--- src/rtl/lsu.sv ---
// Load/store unit: one outstanding access, valid/ready request to data memory, extended load return.
// Optional abort-on-timeout is enabled by defining LSU_TIMEOUT_EN.
module lsu #(
  parameter int ADDR_W = 32,
  parameter int DATA_W = 32
`ifdef LSU_TIMEOUT_EN
  , parameter int TIMEOUT = 255
`endif
) (
  input  logic                clk,
  input  logic                rst,
  input  logic                req_valid_i,
  output logic                req_ready_o,
  input  logic                req_wen_i,
  input  logic [ADDR_W-1:0]   req_addr_i,
  input  logic [DATA_W-1:0]   req_wdata_i,
  input  logic [1:0]          req_size_i,
  input  logic                req_signed_i,
  output logic                resp_valid_o,
  output logic [DATA_W-1:0]   resp_rdata_o,
  output logic                resp_err_o,
  output logic                dmem_valid_o,
  input  logic                dmem_ready_i,
  output logic [ADDR_W-1:0]   dmem_addr_o,
  output logic                dmem_wen_o,
  output logic [DATA_W-1:0]   dmem_wdata_o,
  output logic [DATA_W/8-1:0] dmem_wstrb_o,
  input  logic                dmem_rvalid_i,
  input  logic [DATA_W-1:0]   dmem_rdata_i
);

  localparam int STRB_W = DATA_W / 8;

  typedef enum logic [1:0] {S_IDLE, S_REQ, S_WAIT, S_RESP} state_e;

  state_e              state_q;
  logic [1:0]          off_q;
  logic [1:0]          size_q;
  logic                signed_q;
  logic                req_ready_q;
  logic                resp_valid_q;
  logic                resp_err_q;
  logic [DATA_W-1:0]   resp_rdata_q;
  logic                dmem_valid_q;
  logic                dmem_wen_q;
  logic [ADDR_W-1:0]   dmem_addr_q;
  logic [DATA_W-1:0]   dmem_wdata_q;
  logic [STRB_W-1:0]   dmem_wstrb_q;

  logic                misaligned_d;
  logic [STRB_W-1:0]   wstrb_d;
  logic [DATA_W-1:0]   wdata_d;
  logic [DATA_W-1:0]   shifted_d;
  logic [DATA_W-1:0]   load_data_d;

`ifdef LSU_TIMEOUT_EN
  logic [7:0]          cnt_q;
  logic                tmo_hit_d;
  assign tmo_hit_d = (cnt_q == 8'(TIMEOUT));
`endif

  always_comb begin
    misaligned_d = 1'b0;
    wstrb_d      = '1;
    unique case (req_size_i)
      2'd0: wstrb_d = STRB_W'(1) << req_addr_i[1:0];
      2'd1: begin
        wstrb_d      = STRB_W'(3) << {req_addr_i[1], 1'b0};
        misaligned_d = req_addr_i[0];
      end
      2'd2: misaligned_d = (req_addr_i[1:0] != 2'b00);
      default: misaligned_d = 1'b1;
    endcase
  end

  // Replicate the store datum across every lane so memory can pick any byte/half by strobe.
  genvar gi;
  for (gi = 0; gi < STRB_W; gi++) begin : g_lane
    assign wdata_d[8*gi +: 8] = (req_size_i == 2'd0) ? req_wdata_i[7:0] :
                                (req_size_i == 2'd1) ? req_wdata_i[8*(gi%2) +: 8] :
                                                       req_wdata_i[8*gi +: 8];
  end

  assign shifted_d = dmem_rdata_i >> {off_q, 3'b000};

  always_comb begin
    unique case (size_q)
      2'd0:    load_data_d = {{(DATA_W-8){signed_q & shifted_d[7]}}, shifted_d[7:0]};
      2'd1:    load_data_d = {{(DATA_W-16){signed_q & shifted_d[15]}}, shifted_d[15:0]};
      default: load_data_d = shifted_d;
    endcase
  end

  always_ff @(posedge clk or posedge rst) begin
    if (rst) begin
      state_q      <= S_IDLE;
      off_q        <= 2'b00;
      size_q       <= 2'b00;
      signed_q     <= 1'b0;
      req_ready_q  <= 1'b1;
      resp_valid_q <= 1'b0;
      resp_err_q   <= 1'b0;
      resp_rdata_q <= '0;
      dmem_valid_q <= 1'b0;
      dmem_wen_q   <= 1'b0;
      dmem_addr_q  <= '0;
      dmem_wdata_q <= '0;
      dmem_wstrb_q <= '0;
`ifdef LSU_TIMEOUT_EN
      cnt_q        <= 8'd0;
`endif
    end else begin
      resp_valid_q <= 1'b0;
`ifdef LSU_TIMEOUT_EN
      if (state_q == S_REQ || state_q == S_WAIT) begin
        cnt_q <= cnt_q + 8'd1;
      end
`endif
      unique case (state_q)
        S_IDLE: begin
          if (req_valid_i) begin
            off_q       <= req_addr_i[1:0];
            size_q      <= req_size_i;
            signed_q    <= req_signed_i;
            req_ready_q <= 1'b0;
            if (misaligned_d) begin
              state_q      <= S_RESP;
              resp_valid_q <= 1'b1;
              resp_err_q   <= 1'b1;
              resp_rdata_q <= '0;
            end else begin
              state_q      <= S_REQ;
              dmem_valid_q <= 1'b1;
              dmem_wen_q   <= req_wen_i;
              dmem_addr_q  <= {req_addr_i[ADDR_W-1:2], 2'b00};
              dmem_wstrb_q <= req_wen_i ? wstrb_d : '0;
              dmem_wdata_q <= req_wen_i ? wdata_d : '0;
`ifdef LSU_TIMEOUT_EN
              cnt_q        <= 8'd0;
`endif
            end
          end
        end
        S_REQ: begin
          if (dmem_ready_i) begin
            dmem_valid_q <= 1'b0;
            dmem_wen_q   <= 1'b0;
            dmem_wstrb_q <= '0;
            if (dmem_wen_q) begin
              state_q      <= S_RESP;
              resp_valid_q <= 1'b1;
              resp_err_q   <= 1'b0;
              resp_rdata_q <= '0;
            end else begin
              state_q <= S_WAIT;
            end
          end
`ifdef LSU_TIMEOUT_EN
          else if (tmo_hit_d) begin
            dmem_valid_q <= 1'b0;
            dmem_wen_q   <= 1'b0;
            dmem_wstrb_q <= '0;
            state_q      <= S_RESP;
            resp_valid_q <= 1'b1;
            resp_err_q   <= 1'b1;
            resp_rdata_q <= '0;
          end
`endif
        end
        S_WAIT: begin
          if (dmem_rvalid_i) begin
            state_q      <= S_RESP;
            resp_valid_q <= 1'b1;
            resp_err_q   <= 1'b0;
            resp_rdata_q <= load_data_d;
          end
`ifdef LSU_TIMEOUT_EN
          else if (tmo_hit_d) begin
            state_q      <= S_RESP;
            resp_valid_q <= 1'b1;
            resp_err_q   <= 1'b1;
            resp_rdata_q <= '0;
          end
`endif
        end
        S_RESP: begin
          state_q     <= S_IDLE;
          req_ready_q <= 1'b1;
        end
        default: begin
          state_q     <= S_IDLE;
          req_ready_q <= 1'b1;
        end
      endcase
    end
  end

  assign req_ready_o  = req_ready_q;
  assign resp_valid_o = resp_valid_q;
  assign resp_err_o   = resp_err_q;
  assign resp_rdata_o = resp_rdata_q;
  assign dmem_valid_o = dmem_valid_q;
  assign dmem_wen_o   = dmem_wen_q;
  assign dmem_addr_o  = dmem_addr_q;
  assign dmem_wdata_o = dmem_wdata_q;
  assign dmem_wstrb_o = dmem_wstrb_q;

endmodule
--- config.mk ---
export PLATFORM = sky130hd
export DESIGN_NAME = lsu
export DESIGN_NICKNAME = d
export VERILOG_FILES = /design/src/rtl/lsu.sv
export SDC_FILE = /design/constraint.sdc
export NUM_CORES = 1
export LEC_CHECK = 0
export ABC_AREA = 1
export ABC_CLOCK_PERIOD_IN_PS = 7000
export BUFFER_PORTS_ARGS = -buffer_cell sky130_fd_sc_hd__buf_4
export CORE_AREA = 2 2 109 111
export DETAILED_ROUTE_END_ITERATION = 10
export DIE_AREA = 0 0 111 113
export GPL_TIMING_DRIVEN = 0
export PLACE_DENSITY = 0.79
export SLEW_MARGIN = 20
export SYNTH_ARGS = -nofsm -noshare
export SYNTH_HDL_FRONTEND = slang
export SYNTH_SLANG_ARGS = --single-unit
--- constraint.sdc ---
create_clock -name clk -period 7 [get_ports clk]
set_clock_uncertainty 0.05 [all_clocks]
set_input_delay 1.4 -clock clk [delete_from_list [all_inputs] [get_ports clk]]
set_output_delay 1.4 -clock clk [all_outputs]
set_load 0.01 [all_outputs]
==> summary.txt <==
Setup path
  – Setup CP Type: reg2out
  – CP Cell Sequence: buf_4
  – Arr. time, crit path: 1.00 ns
  – Critical Path End Type: output pin
  – Crit Path Max Fanout: 2
  – CP Data Required Time: 5.55 ns
  – Crit-path leading delay family: flip-flops
  – CP Depth: 1
  – Max incr delay on CP: roughly 0.54 ns
  – CP startpoint kind: register
  – WP buf/inv: 1
  – Slowest CP cell: dfstp_2
  – Reg2reg path depth: 10

GRT
  – Largest net degree at the start of global routing: 61
  – First-pass GRT wire length: between 20000 and 30000 microns
  – Total grt overflow: 0
  – GRT Overall Usage: 25.9%
  – Initial antenna violation count: 0
  – Vias in the first global route: 5275

Power and ir drop
  – Final Power: 3.12 mW
  – LEAKAGE: 4.29 nW
  – VDD IR-drop max: 211 uV
  – Pwr per Cell Area: 412 mW/mm^2

Yosys
  – Xor/xnor share of the synthesized area: 0%
  – Synthesized instance count: about 750
  – Library cells used by synthesis: 26
  – Adder-cell share of the synthesized area: 1.13%
  – Compound-gate portion of the synthesized area: 8.95%
  – Avg Cell Area, Syn: ~7.4 sq um
  – Largest family of logic cells by synthesized area: simple AND/OR/NAND/NOR gates
  – Synth Warn #: 0
  – Register area share after synthesis: 49.9%
  – Mapped Area: 0.00552 sq mm
  – Multiplexer share of the synthesized area: 0%
  – FF+latch count, synth: 110
  – Synth Area in Simple Gates: 32.7%

Cells and area
  – Commonest non-fill, non-tap cell in the layout: nand2_1
  – Antenna cells: 0
  – Nets@finish: around 1100
  – Non-filler cells in the finished layout: 1116
  – Share of layout cells above drive strength 1: 27.3%
  – Core Util, Final: 67.3%
  – Syn-to-layout area delta: 37.4%
  – Commonest non-fill, non-tap cells in the layout: 347 x nand2_1, 213 x buf_4, 109 x dfrtp_1, 54 x nor2_1, 43 x inv_1
  – Fillers: 1010

Worst hold path
  – Hold path depth: 2
  – Hold Path Class: reg2reg

Routing
  – DR iter-0 viols: 242
  – Detailed Route WL: 16000 microns
  – Antenna viol nets, final: 0
  – WL per Instance: 14.3 microns
  – DR vias: about 5500
  – DRC errors left: 0
  – DR vias/cell: 4.94
  – Drt first pass iters: 5

Clocking
  – Hold Buf Count CTS: 0
  – PostCTS Resize Cnt: 0
  – Root buf cell: clkbuf_16
  – Clock buffer depth: 2
  – CTS clk-pin slew, worst paths: roughly 0.08 ns
  – Setup bufs post-CTS: 0
  – Sink Count: 110
  – CTS tree: built
  – CTS H-tree depth: 3
  – CTS Buf Count: 9
  – Worst skew pair latency: about 0.35 ns

STA
  – Setup repair after global routing missed its margin: no
  – Setup violations, final: 0
  – Pin slew with the least headroom to its limit: 0.543 ns
  – Relative slew margins: 63.8%
  – Final hold violation count: 0
  – Max-slew violations: 0
  – Final min period: roughly 2.5 ns
  – Tcrit/Tclk final: 35.0%
  – Total negative setup slack: 0 ns
  – Final WS setup: around 4.5 ns
  – F_max: 408 MHz

Floorplan
  – Initial Util: 49.0%
  – Die area: 0.0125 sq mm
  – Top Ports: 210
  – Die Width: 111 microns
  – # rows: 39
  – CORE AREA: roughly 0.011 sq mm
  – Die Height: between 100 and 150 microns

Flow run
  – Max-cap viol count: 0

Placement
  – Placed cells: between 1000 and 1500
  – Placed wire-length estimate: 12300 microns
  – # port buffers: 207
  – DP Worst Slack: 4.20 ns
  – Final GP Congestion: 0.910

Outcome
  – Status: complete, no violations
logic make-up after synthesis:
family	Yosys count
AO/OA/AOI/OAI	94
AND/OR/NAND/NOR	449
other	1
buffers and inverters	89
adder cells (fa/ha/maj)	5
flip-flops	110
sequential cells by signal, indices dropped and copies added (netlist names):
register and flops:
state_q 2, dmem_valid_o 1, signed_q 1, off_q 2
dmem_addr_o 30, dmem_wen_o 1, req_ready_o 1, dmem_wstrb_o 4
resp_rdata_o 32, dmem_wdata_o 32, resp_err_o 1, resp_valid_o 1
size_q 2
area by class of cell:
cell class	instances	area [sq um]	share of cell area [%]
Sequential cell	110	2750	36.3
Tap cell	143	179	2.36
Clock buffer	9	225	2.97
Inverter	49	189	2.49
Buffer	40	215	2.84
Clock inverter	7	67.6	0.891
Timing Repair Buffer	208	1580	20.9
Multi-Input combinational cell	550	2370	31.3
per-layer routing:
metal  up-vias  global-route usage (%)  part of all wire (%)
met5         -                       0                     0
met1      2501                    32.8                    41
met2       208                    43.5                    48
li1       2774                       -                     -
met4         0                    9.92                   2.7
met3        30                    6.37                   7.7
power by group:
| part | internal (mW) | total (mW) | leakage (nW) | switching (mW) |
|---|---|---|---|---|
| registers | 0.895 | 1.05 | 1.43 | 0.152 |
| logic | 0.664 | 1.57 | 2.72 | 0.909 |
| clock network | 0.249 | 0.501 | 0.144 | 0.252 |
| total | 1.81 | 3.12 | 4.29 | 1.31 |
through the flow:
stage | area [sq um] | hold slack [ns]
floorplan | 5520 | 0.421
global placement | 7260 | 0.405
detailed placement | 7290 | 0.409
CTS | 7580 | 0.428
global route | 7580 | 0.443
finish | 7580 | 0.426
cell usage after synthesis:
library cell	number	area, sq um
nor2_1	54	203
o21ai_1	30	150
nor2_4	1	11.3
dfstp_2	1	26.3
conb_1	1	3.75
o31ai_1	7	52.6
nand2_4	1	11.3
buf_2	22	110
buf_4	6	45.0
a21oi_1	14	70.1
clkbuf_1	10	37.5
a22o_1	1	8.76
nand3b_1	1	7.51
ha_1	5	62.6
a31oi_1	1	6.26
nand2_1	347	1300
inv_2	5	18.8
nand3b_4	2	40.0
inv_1	44	165
dfrtp_1	109	2730
o22ai_1	1	6.26
buf_6	2	22.5
nand3_1	41	205
nand4_1	1	6.26
nor2_8	1	20.0
o21ai_0	40	200
worst reg2reg max path: stages, from the launching register on:
cell	delay, ns
dfrtp_1	0.43
inv_1	0.11
ha_1	0.24
nand2_1	0.14
nand3_1	0.19
nor2_1	0.23
nand2_4	0.14
buf_2	0.22
nor2_1	0.11
nand2_1	0.06
nand2_1	0.05
worst paths after layout:
check | startpoint | end | slack (ns)
min in group asynchronous | rst | dmem_addr_o[21] | 1.06
max reg2reg | state_q[1] | resp_rdata_o[18] | 4.98
min reg2reg | dmem_addr_o[28] | dmem_addr_o[28] | 0.43
max | req_ready_o | req_ready_o | 4.55
min | dmem_addr_o[28] | dmem_addr_o[28] | 0.43
max in group asynchronous | rst | dmem_wdata_o[29] | 5.20
No activity file was read; power rests on OpenSTA's default activity.
